$ cat src/rtl/character_ctrl.sv
//------------------------------------------------------------------------------
// Module  : character_ctrl
// Brief   : Frame-rate sprite controller: walk, jump/gravity and kick timing.
// Revision: 1.0 - initial release
//------------------------------------------------------------------------------
`default_nettype none

module character_ctrl #(
    parameter logic [7:0] LEFT_KEY      = 8'h04,
    parameter logic [7:0] RIGHT_KEY     = 8'h07,
    parameter logic [7:0] JUMP_KEY      = 8'h1A,
    parameter logic [7:0] KICK_KEY      = 8'h16,
    parameter int         X_START       = 200,
    parameter int         X_MIN         = 0,
    parameter int         X_MAX         = 639,
    parameter int         GROUND_Y      = 400,
    parameter int         SIZE          = 32,
    parameter int         WALK_SPEED    = 4,
    parameter int         JUMP_VEL      = 18,
    parameter int         GRAVITY       = 1,
    parameter int         MAX_FALL      = 12,
    parameter int         KICK_FRAMES   = 6,
    parameter int         KICK_COOLDOWN = 10
) (
    input  logic        frame_clk,
    input  logic        Reset_n,
    input  logic        enable,
    input  logic [31:0] keycode,
    output logic [9:0]  CharX,
    output logic [9:0]  CharY,
    output logic [9:0]  CharS,
    output logic        Facing,
    output logic        Kicking,
    output logic        Airborne
);

    localparam logic signed [11:0] c_x_lo      = 12'(X_MIN);
    localparam logic signed [11:0] c_x_hi      = 12'(X_MAX - SIZE);
    localparam logic signed [11:0] c_ground    = 12'(GROUND_Y - SIZE);
    localparam logic signed [11:0] c_walk      = 12'(WALK_SPEED);
    localparam logic signed [10:0] c_jump_vel  = 11'(JUMP_VEL);
    localparam logic signed [10:0] c_gravity   = 11'(GRAVITY);
    localparam logic signed [10:0] c_max_fall  = 11'(MAX_FALL);
    localparam logic [7:0]         c_kick_load = 8'(KICK_FRAMES - 1);
    localparam logic [7:0]         c_cool_load = 8'(KICK_COOLDOWN - 1);

    typedef enum logic [0:0] {
        GROUND = 1'b0,
        AIR    = 1'b1
    } motion_t;

    typedef enum logic [1:0] {
        K_IDLE   = 2'd0,
        K_ACTIVE = 2'd1,
        K_COOL   = 2'd2
    } kick_t;

    logic [9:0]         x_q, x_d;
    logic [9:0]         y_q, y_d;
    logic signed [10:0] vy_q, vy_d;
    logic               facing_q, facing_d;
    motion_t            mstate_q, mstate_d;
    kick_t              kstate_q, kstate_d;
    logic [7:0]         kcnt_q, kcnt_d;
    logic               jump_prev_q, jump_prev_d;
    logic               kick_prev_q, kick_prev_d;

    logic               w_left, w_right, w_jump, w_kick;
    logic               w_jump_edge, w_kick_edge;
    logic signed [11:0] w_dx, w_x_sum, w_y_sum;
    logic signed [10:0] w_vy_new;
    logic               w_apply_vy;

    // A zero code in a parameter must never match an empty key slot.
    function automatic logic key_match(input logic [31:0] kc, input logic [7:0] code);
        return (code != 8'h00) &&
               ((kc[31:24] == code) || (kc[23:16] == code) ||
                (kc[15:8]  == code) || (kc[7:0]   == code));
    endfunction

    assign w_left      = key_match(keycode, LEFT_KEY);
    assign w_right     = key_match(keycode, RIGHT_KEY);
    assign w_jump      = key_match(keycode, JUMP_KEY);
    assign w_kick      = key_match(keycode, KICK_KEY);
    assign w_jump_edge = w_jump & ~jump_prev_q;
    assign w_kick_edge = w_kick & ~kick_prev_q;
    assign jump_prev_d = w_jump;
    assign kick_prev_d = w_kick;

    always_comb begin
        w_dx     = '0;
        facing_d = facing_q;
        if (w_left && !w_right) begin
            w_dx     = -c_walk;
            facing_d = 1'b0;
        end else if (w_right && !w_left) begin
            w_dx     = c_walk;
            facing_d = 1'b1;
        end
        w_x_sum = $signed({2'b00, x_q}) + w_dx;
        if (w_x_sum < c_x_lo) begin
            x_d = c_x_lo[9:0];
        end else if (w_x_sum > c_x_hi) begin
            x_d = c_x_hi[9:0];
        end else begin
            x_d = w_x_sum[9:0];
        end
    end

    always_comb begin
        mstate_d   = mstate_q;
        vy_d       = vy_q;
        y_d        = y_q;
        w_vy_new   = vy_q;
        w_apply_vy = 1'b0;
        case (mstate_q)
            GROUND: begin
                if (w_jump_edge) begin
                    w_vy_new   = -c_jump_vel;
                    w_apply_vy = 1'b1;
                    mstate_d   = AIR;
                end
            end
            AIR: begin
                w_vy_new = vy_q + c_gravity;
                if (w_vy_new > c_max_fall) begin
                    w_vy_new = c_max_fall;
                end
                w_apply_vy = 1'b1;
            end
            default: mstate_d = GROUND;
        endcase
        w_y_sum = $signed({2'b00, y_q}) + $signed({w_vy_new[10], w_vy_new});
        if (w_apply_vy) begin
            if (w_y_sum >= c_ground) begin
                y_d      = c_ground[9:0];
                vy_d     = '0;
                mstate_d = GROUND;
            end else if (w_y_sum < 12'sd0) begin
                y_d  = '0;
                vy_d = '0;
            end else begin
                y_d  = w_y_sum[9:0];
                vy_d = w_vy_new;
            end
        end
    end

    // The counter holds the frames remaining in the current kick phase, minus one.
    always_comb begin
        kstate_d = kstate_q;
        kcnt_d   = kcnt_q;
        case (kstate_q)
            K_IDLE: begin
                if (w_kick_edge) begin
                    kstate_d = K_ACTIVE;
                    kcnt_d   = c_kick_load;
                end
            end
            K_ACTIVE: begin
                if (kcnt_q == 8'd0) begin
                    kstate_d = K_COOL;
                    kcnt_d   = c_cool_load;
                end else begin
                    kcnt_d = kcnt_q - 8'd1;
                end
            end
            K_COOL: begin
                if (kcnt_q == 8'd0) begin
                    kstate_d = K_IDLE;
                end else begin
                    kcnt_d = kcnt_q - 8'd1;
                end
            end
            default: begin
                kstate_d = K_IDLE;
                kcnt_d   = '0;
            end
        endcase
    end

    always_ff @(posedge frame_clk or negedge Reset_n) begin
        if (!Reset_n) begin
            x_q         <= 10'(X_START);
            y_q         <= c_ground[9:0];
            vy_q        <= '0;
            facing_q    <= 1'b1;
            mstate_q    <= GROUND;
            kstate_q    <= K_IDLE;
            kcnt_q      <= '0;
            jump_prev_q <= 1'b0;
            kick_prev_q <= 1'b0;
        end else if (enable) begin
            x_q         <= x_d;
            y_q         <= y_d;
            vy_q        <= vy_d;
            facing_q    <= facing_d;
            mstate_q    <= mstate_d;
            kstate_q    <= kstate_d;
            kcnt_q      <= kcnt_d;
            jump_prev_q <= jump_prev_d;
            kick_prev_q <= kick_prev_d;
        end
    end

    assign CharX    = x_q;
    assign CharY    = y_q;
    assign CharS    = 10'(SIZE);
    assign Facing   = facing_q;
    assign Kicking  = (kstate_q == K_ACTIVE);
    assign Airborne = (mstate_q == AIR);

endmodule

`default_nettype wire

$ cat config.mk
export PLATFORM = sky130hd
export DESIGN_NAME = character_ctrl
export DESIGN_NICKNAME = d
export VERILOG_FILES = /design/src/rtl/character_ctrl.sv
export SDC_FILE = /design/constraint.sdc
export NUM_CORES = 1
export LEC_CHECK = 0
export ABC_AREA = 0
export BUFFER_PORTS_ARGS = -buffer_cell sky130_fd_sc_hd__buf_4
export CORE_MARGIN = 2
export CORE_UTILIZATION = 39
export CTS_CLUSTER_SIZE = 12
export DETAILED_ROUTE_END_ITERATION = 8
export PLACE_DENSITY = 0.65
export SKIP_LAST_GASP = 1
export SLEW_MARGIN = 20
export SYNTH_ARGS = -nofsm -noshare
export SYNTH_HDL_FRONTEND = slang
export SYNTH_SLANG_ARGS = --single-unit
$ cat constraint.sdc
create_clock -name frame_clk -period 13.9 [get_ports frame_clk]
set_input_delay 3.475 -clock frame_clk [delete_from_list [all_inputs] [get_ports frame_clk]]
set_output_delay 3.475 -clock frame_clk [all_outputs]
set_load 0.01 [all_outputs]
==> results.yml, run 1 <==
status:
  status: "finished clean"
worst_setup_path:
  path_depth: 17
  crit_path_frequent_cell: "a21oi_1"
  crit_family: "compound AO/OA/AOI/OAI gates"
  crit_end: "vy_q[2]"
  worstSetupPathType: "primary input to register"
  cp_max_fo: 13
  reg2reg_depth: 18
  cp.arrival_ns: 7.80
  cp-end-kind: "register"
  cp_cell_sequence: "buf_4 > and3b_1 > and4b_1 > nor4_1 > o21ai_2 > o21a_1 > o22ai_1 > ha_1 > a21oi_1 > o211ai_1 > a41oi_1 > nand2b_1 > a21oi_1 > a21oi_1 > ha_1 > or3_4 > a221oi_1"
  ff2ff_setup_slack_ns: 8.34
  cp-start-kind: "primary input"
  critPathSlowestCell: "nor4_1"
  r2r_start: "vy_q[0]"
  crit_start: "keycode[25]"
  required_ns: 14.12
  regToRegEndpoint: "vy_q[2]"
  cpPeakStageDelay_ns: 0.57
  critical_path_buf_inv_count: 1
timing:
  rsz0062_at_grt: "false"
  fmax_mhz: 131.9
  fin_crit_ns: 7.582
  hold_violations: 0
  slew_headroom_pct: 32.69
  worstMarginPinSlew_ns: 1.007
  maxSlewViolCount: 0
  post-route-period-util_pct: 54.55
  finalSetupViolCount: 0
  skew_ns: 0.01182
  fin_tns_setup_ns: 0
die:
  die-area_um2: 11230
  die_w_um: 106.0
  core_area_um2: 10180
  num_rows: 37
  die_y_um: 106.0
  start_util_pct: 39.80
  ios: 68
global_routing:
  grtUsageMet3_pct: 2.943
  use_met1_pct: 23.67
  grt_overflow: 0
  grt_pass1_vias: 3422
  grt_pass1_wl_um: 16350
  grt-busiest-layer: "met2"
  gr-usage-all-layers_pct: 17.99
  antenna_found_initial: 0
  grt_max_degree: 45
  met2_usage_pct: 30.09
finish:
  final_util_pct: 44.45
  final_cell_mix: "58 x buf_4, 42 x nand2_1, 36 x dfrtp_1, 30 x a21oi_1, 27 x o21ai_0"
  layout.nets: 565
  areaGrowthSynthToFinish_pct: 11.67
  drive_gt1_share_pct: 21.07
  layout_commonest_cell: "buf_4"
  antennaDiodeCount: 0
routing:
  routed_via_density: 5.595
  postRouteAntennaNets: 0
  firstDrtPassIters: 6
  vias: 3575
  drt-total-wl_um: 9653
  drtIter0Drc: 245
  drc: 0
  drt-wirelength-per-cell_um: 15.11
synth:
  synth_seq_area_share_pct: 27.41
  synth_seq_cells: 44
  yosys-top-cells-area: "dfrtp_1 22%, ha_1 8.0%, dfstp_2 5.2%"
  synth_area_per_cell_um2: 8.775
  synthCells: 462
  synth-edff-count: 0
  synthArstFlopShare_pct: 100.0
  synth.largest_area_cell: "dfrtp_1"
  syn_area_um2: 4054
  synth_cell_types: 87
  ys.warnings.count: 0
  synth_top_area_share_pct: 22.22
  yosys_most_used_dff: "dfrtp_1"
clock_network:
  ctsHoldBuffers: 0
  cts_root_buf: "clkbuf_8"
  cts_resized: 0
  clk_latency_ns: 0.31
  clkSlewWorstSetupHoldPaths_ns: 0.10
  cts_buffer_depth: 2
  post_cts_buffers: 0
  htree_levels: 2
  cts_buffers: 5
  cts_tree: "done"
  cts_num_sinks: 44
place:
  port_buffers: 57
  gp_congestion: 0.9162
  place_hpwl_um: 7328
job:
  drv_cap: 0
power:
  max-vdd-ir-drop_v: 0.00005827
  power_leakage_nw: 1.986
  p_per_area_nw_per_um2: 171.4
min_path:
  hold_class: "register to register"
-- sequential cells by signal (all words and copies together) (netlist names) --
| signal | count |
|---|---|
| vy_q | 11 |
| CharY | 10 |
| CharX | 9 |
| kcnt_q | 8 |
| kstate_q | 2 |
| Airborne | 1 |
| Facing | 1 |
| jump_prev_q | 1 |
| kick_prev_q | 1 |
-- cell families after synthesis --
logic type      count (synthesis)  synth area share, %
flops                          44                27.41
fa+ha+maj                      28                9.012
xor+xnor                       23                4.969
compound gates                138                24.91
other cells                     2               0.1853
mux                             6                1.574
simple gates                  169                23.77
buf+inv                        52                8.179
-- Yosys cell counts (all sizes together), types with 5 or more instances --
library cell and instances:
o31ai 8, o21ai 30, dfstp 8, nor2b 8
clkbuf 11, nor2 28, nor4 8, nor3 19
nand3 9, dfrtp 36, or3 10, ha 26
a21o 10, o2bb2ai 5, inv 18, and3 6
nor4b 5, o41ai 5, buf 22, xnor2 12
o21a 6, nand2 42, a21oi 31, xor2 11
nand3b 7, o211ai 6
-- area by class of cell --
cell class / instances / area (um2)
clock inverter: 2 / 15.01
timing repair buffer: 58 / 435.4
fill: 1001 / 5658
tap: 136 / 170.2
sequential: 44 / 1111
inverter: 19 / 71.32
multi-input combinational: 374 / 2641
clock buffer: 6 / 82.58
-- worst register-to-register path: stages, from the launching register on --
cell	delay, ns
dfrtp_1	0.55
ha_1	0.41
and3_1	0.30
nand2_1	0.10
a2bb2oi_1	0.18
o41ai_4	0.46
nand2_1	0.33
o21a_1	0.28
o22ai_1	0.25
ha_1	0.34
a21oi_1	0.29
o211ai_1	0.15
a41oi_1	0.36
nand2b_1	0.09
a21oi_1	0.15
a21oi_1	0.05
ha_1	0.37
or3_4	0.51
a221oi_1	0.29
-- through the flow --
stage / hold WS [ns] / setup WS (ns) / total power (W) / std cells / instance area [um2]
2_1_floorplan: 0.4553 / 6.660 / 0.0005826 / 470 / 4084
3_3_place_gp: 0.4662 / 6.090 / 0.0006808 / 631 / 4429
3_5_place_dp: 0.4791 / 6.038 / 0.0006879 / 631 / 4429
4_1_cts: 0.5017 / 6.373 / 0.0007799 / 639 / 4527
5_1_grt: 0.5170 / 5.859 / 0.0008457 / 639 / 4527
6_report: 0.4991 / 6.318 / 0.0007759 / 639 / 4527
-- routing by layer --
metal,part of all wire (%),routed length (um),up-vias
met1,46,4402,1696
met2,48,4648,96
met5,0,0,-
met4,1.8,169,0
met3,4.5,433,11
li1,-,-,1772
-- power breakdown --
| part | total (W) | internal (W) | switching (W) |
|---|---|---|---|
| logic | 0.000446 | 0.000200 | 0.000246 |
| registers | 0.000242 | 0.000178 | 0.0000635 |
| clock network | 0.0000883 | 0.0000403 | 0.0000480 |
-- worst min path at each step --
stage,from,to,slack (ns),cells after the start
6_report,kick_prev_q,kick_prev_q,0.50,1
5_1_grt,CharX[6],CharX[6],0.52,1
4_1_cts,kick_prev_q,kick_prev_q,0.50,1
3_5_place_dp,kick_prev_q,kick_prev_q,0.48,1
3_3_place_gp,kick_prev_q,kick_prev_q,0.47,1
2_1_floorplan,kick_prev_q,kick_prev_q,0.46,1
Note: power is estimated with default switching activity, not from simulation.
==> run 2, diff against run 1 <==
==> constraint.sdc (replaced) <==
create_clock -name frame_clk -period 7.7 [get_ports frame_clk]
set_input_delay 1.925 -clock frame_clk [delete_from_list [all_inputs] [get_ports frame_clk]]
set_output_delay 1.925 -clock frame_clk [all_outputs]
set_load 0.01 [all_outputs]
==> run 2 against run 1 <==
Effect of this change: final area unchanged; sequential power rose by 80%; total power grew 81%; clock power is 85% higher; sequential share of layout area did not move; hold slack got worse by 0.0021 ns; combinational power is 80% higher; largest cell class unchanged; highest routed layer unchanged.
==> results.yml, run 2 (synthesis gave the netlist of run 1 again) <==
timing:
  rsz0062_at_grt: "false"
  slew_headroom_pct: 32.69
  post-route-period-util_pct: 78.53
  fin_tns_setup_ns: 0
  finalSetupViolCount: 0
  skew_ns: 0.009826
  fmax_mhz: 165.4
  maxSlewViolCount: 0
  hold_violations: 0
  hold_ws_ns: 0.4970
  worstMarginPinSlew_ns: 1.007
  fin_crit_ns: 6.046
routing:
  drt-total-wl_um: 9798
  vias: 3597
  firstDrtPassIters: 5
  routed_via_density: 5.629
  drc: 0
  drtIter0Drc: 193
  drt-wirelength-per-cell_um: 15.33
  postRouteAntennaNets: 0
power:
  power_leakage_nw: 1.986
  max-vdd-ir-drop_v: 0.00009904
  total_power_w: 0.001403
  p_per_area_nw_per_um2: 309.9
finish:
  layout_commonest_cell: "buf_4"
  layout.nets: 565
  drive_gt1_share_pct: 21.07
  areaGrowthSynthToFinish_pct: 11.67
  antennaDiodeCount: 0
  largest_reg_flops: 11
  multiInputGateArea_um2: 2641
  register_area_um2: 1111
  stdcell_count: 639
  final_cell_mix: "58 x buf_4, 42 x nand2_1, 36 x dfrtp_1, 30 x a21oi_1, 27 x o21ai_0"
  regMostFlops: "vy_q"
  final_util_pct: 44.45
  num-fill-cells: 1006
global_routing:
  antenna_found_initial: 0
  grt_max_degree: 45
  grt_pass1_wl_um: 16570
  grt_pass1_vias: 3457
  gr-usage-all-layers_pct: 18.15
  grt_overflow: 0
die:
  start_util_pct: 39.80
  die_y_um: 106.0
  ios: 68
  die-area_um2: 11230
  core_area_um2: 10180
  die_w_um: 106.0
  num_rows: 37
clock_network:
  cts_tree: "done"
  cts_num_sinks: 44
  cts_buffer_depth: 2
  cts_root_buf: "clkbuf_8"
  clk_latency_ns: 0.32
  htree_levels: 2
  clkSlewWorstSetupHoldPaths_ns: 0.10
  cts_resized: 0
  post_cts_buffers: 0
  ctsHoldBuffers: 0
  cts_buffers: 5
min_path:
  hold_class: "register to register"
  hold_path_startpoint: "kick_prev_q"
  hold_path_depth: 1
  hold_end: "kick_prev_q"
place:
  gp_congestion: 0.9162
  place_hpwl_um: 7398
  dp_cells: 631
  port_buffers: 57
job:
  drv_cap: 0
worst_setup_path:
  cp.arrival_ns: 6.27
  r2r_start: "vy_q[0]"
  cp-start-kind: "primary input"
  ff2ff_setup_slack_ns: 2.13
  regToRegEndpoint: "vy_q[2]"
  cp_max_fo: 13
  reg2reg_depth: 18
  worstSetupPathType: "primary input to register"
  cp-end-kind: "register"
  required_ns: 7.93
status:
  status: "finished clean"
-- run 2: cell counts in the layout (fill, tap and decap cells not counted) --
Identical to the previous run, type by type.
-- run 2: worst max path at each step --
stage                 from        to  slack [ns]  depth (start not counted)
2_1_floorplan   keycode[5]  CharY[2]        2.01                         17
3_3_place_gp   keycode[25]   vy_q[2]        1.44                         17
3_5_place_dp   keycode[25]   vy_q[1]        1.33                         17
4_1_cts        keycode[25]   vy_q[2]        1.68                         17
5_1_grt        keycode[25]   vy_q[1]        1.23                         17
6_report       keycode[25]   vy_q[2]        1.65                         17
-- run 2: area by class of cell --
type | count | share of cell area, %
clock buffers | 6 | 1.824
clock inverters | 2 | 0.3317
inverters | 19 | 1.575
multi-input cells | 374 | 58.35
flip-flops and latches | 44 | 24.54
well taps | 136 | 3.759
repair buffers | 58 | 9.619
-- run 2: worst max-delay path: stages --
cell and delay, ns:
buf_4 0.11, and3b_1 0.18, and4b_1 0.23, nor4_1 0.57, o21ai_2 0.23, o21a_1 0.16, o22ai_1 0.25, ha_1 0.34
a21oi_1 0.28, o211ai_1 0.14, a41oi_1 0.38, nand2b_1 0.09, a21oi_1 0.16, a21oi_1 0.06, ha_1 0.37, or3_4 0.51
a221oi_1 0.28
-- run 2: per-stage QoR --
| stage | setup slack [ns] | cell area (um2) |
|---|---|---|
| after floorplan | 2.010 | 4084 |
| after global placement | 1.440 | 4429 |
| after global routing | 1.233 | 4527 |
| after CTS | 1.681 | 4527 |
| after detailed placement | 1.334 | 4429 |
| final | 1.654 | 4527 |
-- run 2: routing by layer --
metal	global-route usage, %	routed length [um]	vias to the layer above
met3	2.943	395	16
met2	30.55	4691	77
li1	-	-	1781
met5	0	0	-
met1	23.73	4504	1723
met4	6.109	206	0
-- run 2: where the power goes --
group	internal [W]	switching, W	leakage, nW	total [W]
Sequential	0.000322	0.000114	0.546	0.000436
Clock	0.0000728	0.0000904	0.0434	0.000163
Combinational	0.000360	0.000443	1.40	0.000803
==> run 3, diff against run 2 <==
==> constraint.sdc (replaced) <==
create_clock -name frame_clk -period 6.3 [get_ports frame_clk]
set_input_delay 1.575 -clock frame_clk [delete_from_list [all_inputs] [get_ports frame_clk]]
set_output_delay 1.575 -clock frame_clk [all_outputs]
set_load 0.01 [all_outputs]
==> run 3 against run 2 <==
Effect of this change: first-iteration DRC count increased by 12%; critical endpoint is now CharY[2]; die area did not move; worst setup slack got worse by 1.2 ns; sequential cell count unchanged.
==> results.yml, run 3 (synthesis gave the netlist of run 1 again) <==
status:
  status: "finished clean"
die:
  num_rows: 37
  core_area_um2: 10180
  die_y_um: 106.0
  ios: 68
  die-area_um2: 11230
  die_w_um: 106.0
  start_util_pct: 39.80
global_routing:
  grt_max_degree: 45
  grt_pass1_vias: 3423
  antenna_found_initial: 0
  grt_overflow: 0
  gr-usage-all-layers_pct: 17.94
  grt_pass1_wl_um: 16750
finish:
  num-fill-cells: 1032
  layout.nets: 566
  antennaDiodeCount: 0
  multiInputGateArea_um2: 2641
  regMostFlops: "vy_q"
  final_cell_mix: "59 x buf_4, 42 x nand2_1, 36 x dfrtp_1, 30 x a21oi_1, 27 x o21ai_0"
  final_util_pct: 44.75
  largest_reg_flops: 11
  layout_commonest_cell: "buf_4"
  stdcell_count: 640
  drive_gt1_share_pct: 21.23
  areaGrowthSynthToFinish_pct: 12.44
  register_area_um2: 1111
worst_setup_path:
  cp-end-kind: "register"
  required_ns: 6.49
  cp.arrival_ns: 6.02
  crit_path_frequent_cell: "a21oi_1"
  r2r_start: "vy_q[0]"
  cp-start-kind: "primary input"
  reg2reg_depth: 18
  cp_max_fo: 13
  regToRegEndpoint: "CharY[2]"
  worstSetupPathType: "primary input to register"
  cp_cell_sequence: "buf_4 > or3_1 > nor4b_2 > nor4_1 > o21ai_2 > o21ai_0 > a21oi_1 > ha_1 > o211ai_1 > o211ai_1 > a41oi_1 > nand2b_1 > a21oi_1 > a21oi_1 > ha_1 > or3_4 > o31ai_1"
  critPathSlowestCell: "or3_4"
  cpPeakStageDelay_ns: 0.51
  ff2ff_setup_slack_ns: 0.71
clock_network:
  clkSlewWorstSetupHoldPaths_ns: 0.10
  post_cts_buffers: 0
  cts_root_buf: "clkbuf_8"
  cts_buffers: 5
  clk_latency_ns: 0.30
  cts_tree: "done"
  cts_num_sinks: 44
  cts_resized: 0
  ctsHoldBuffers: 0
  cts_buffer_depth: 2
  htree_levels: 2
min_path:
  hold_path_startpoint: "Facing"
  hold_class: "register to register"
  hold_end: "Facing"
  hold_path_depth: 2
timing:
  post-route-period-util_pct: 92.52
  slew_headroom_pct: 27.77
  worstMarginPinSlew_ns: 1.075
  hold_violations: 0
  skew_ns: 0.01149
  fin_tns_setup_ns: 0
  maxSlewViolCount: 0
  finalSetupViolCount: 0
  finalWorstSetupSlack_ns: 0.4715
  rsz0062_at_grt: "false"
  fin_crit_ns: 5.828
  fmax_mhz: 171.6
place:
  dp_cells: 632
  place_ws_ns: 0.2110
  gp_congestion: 0.9346
  place_hpwl_um: 7504
  port_buffers: 57
routing:
  drt-wirelength-per-cell_um: 15.49
  vias: 3603
  drt-total-wl_um: 9911
  drc: 0
  firstDrtPassIters: 5
  postRouteAntennaNets: 0
  drtIter0Drc: 217
  routed_via_density: 5.630
power:
  p_per_area_nw_per_um2: 386.9
  max-vdd-ir-drop_v: 0.0001628
  power_leakage_nw: 2.010
job:
  drv_cap: 0
-- run 3: power by group --
part	switching (W)	internal [W]	leakage [nW]	total (W)
combinational	0.000549	0.000440	1.40	0.000989
clock	0.000108	0.000130	0.0614	0.000238
sequential	0.000143	0.000394	0.546	0.000536
total	0.000800	0.000964	2.01	0.00176
-- run 3: area by class of cell --
type,instances,share of cell area [%]
Tap cell,136,3.733
Clock buffer,6,1.812
Inverter,19,1.565
Sequential cell,44,24.38
Clock inverter,2,0.8509
Timing Repair Buffer,59,9.717
Multi-Input combinational cell,374,57.95
-- run 3: metal layers --
| layer | part of all wire (%) | vias to the layer above | GRT usage [%] | wire [um] |
|---|---|---|---|---|
| li1 | - | 1790 | - | - |
| met1 | 45 | 1708 | 24.20 | 4489 |
| met2 | 49 | 94 | 30.74 | 4869 |
| met3 | 4.3 | 11 | 2.759 | 424 |
| met4 | 1.3 | 0 | 3.383 | 128 |
| met5 | 0 | - | 0 | 0 |
-- run 3: critical path: cells and delay by family --
kind                       cells  cell delay (ns)
AOI/OAI and AO/OA              9             2.05
buffers and inverters          1             0.10
and+or+nand+nor                5             1.57
adders and majority gates      2             0.69
-- run 3: metrics by stage --
step                      total power [W]  hold WS [ns]  instance area, um2
final                            0.001764        0.5016                4558
after global routing             0.001923        0.5313                4558
after CTS                        0.001769        0.5033                4558
after detailed placement         0.001527        0.4751                4437
after global placement           0.001503        0.4662                4437
after floorplan                  0.001285        0.4553                4084
-- run 3: how the worst max path moves through the flow --
stage / from / to / slack (ns) / cells past startpoint
after global placement: keycode[5] / vy_q[2] / 0.32 / 17
after detailed placement: keycode[5] / CharY[2] / 0.21 / 17
after global routing: keycode[5] / vy_q[1] / 0.19 / 17
final: keycode[5] / CharY[2] / 0.47 / 17
after floorplan: keycode[5] / CharY[2] / 0.96 / 17
after CTS: keycode[5] / CharY[2] / 0.53 / 17
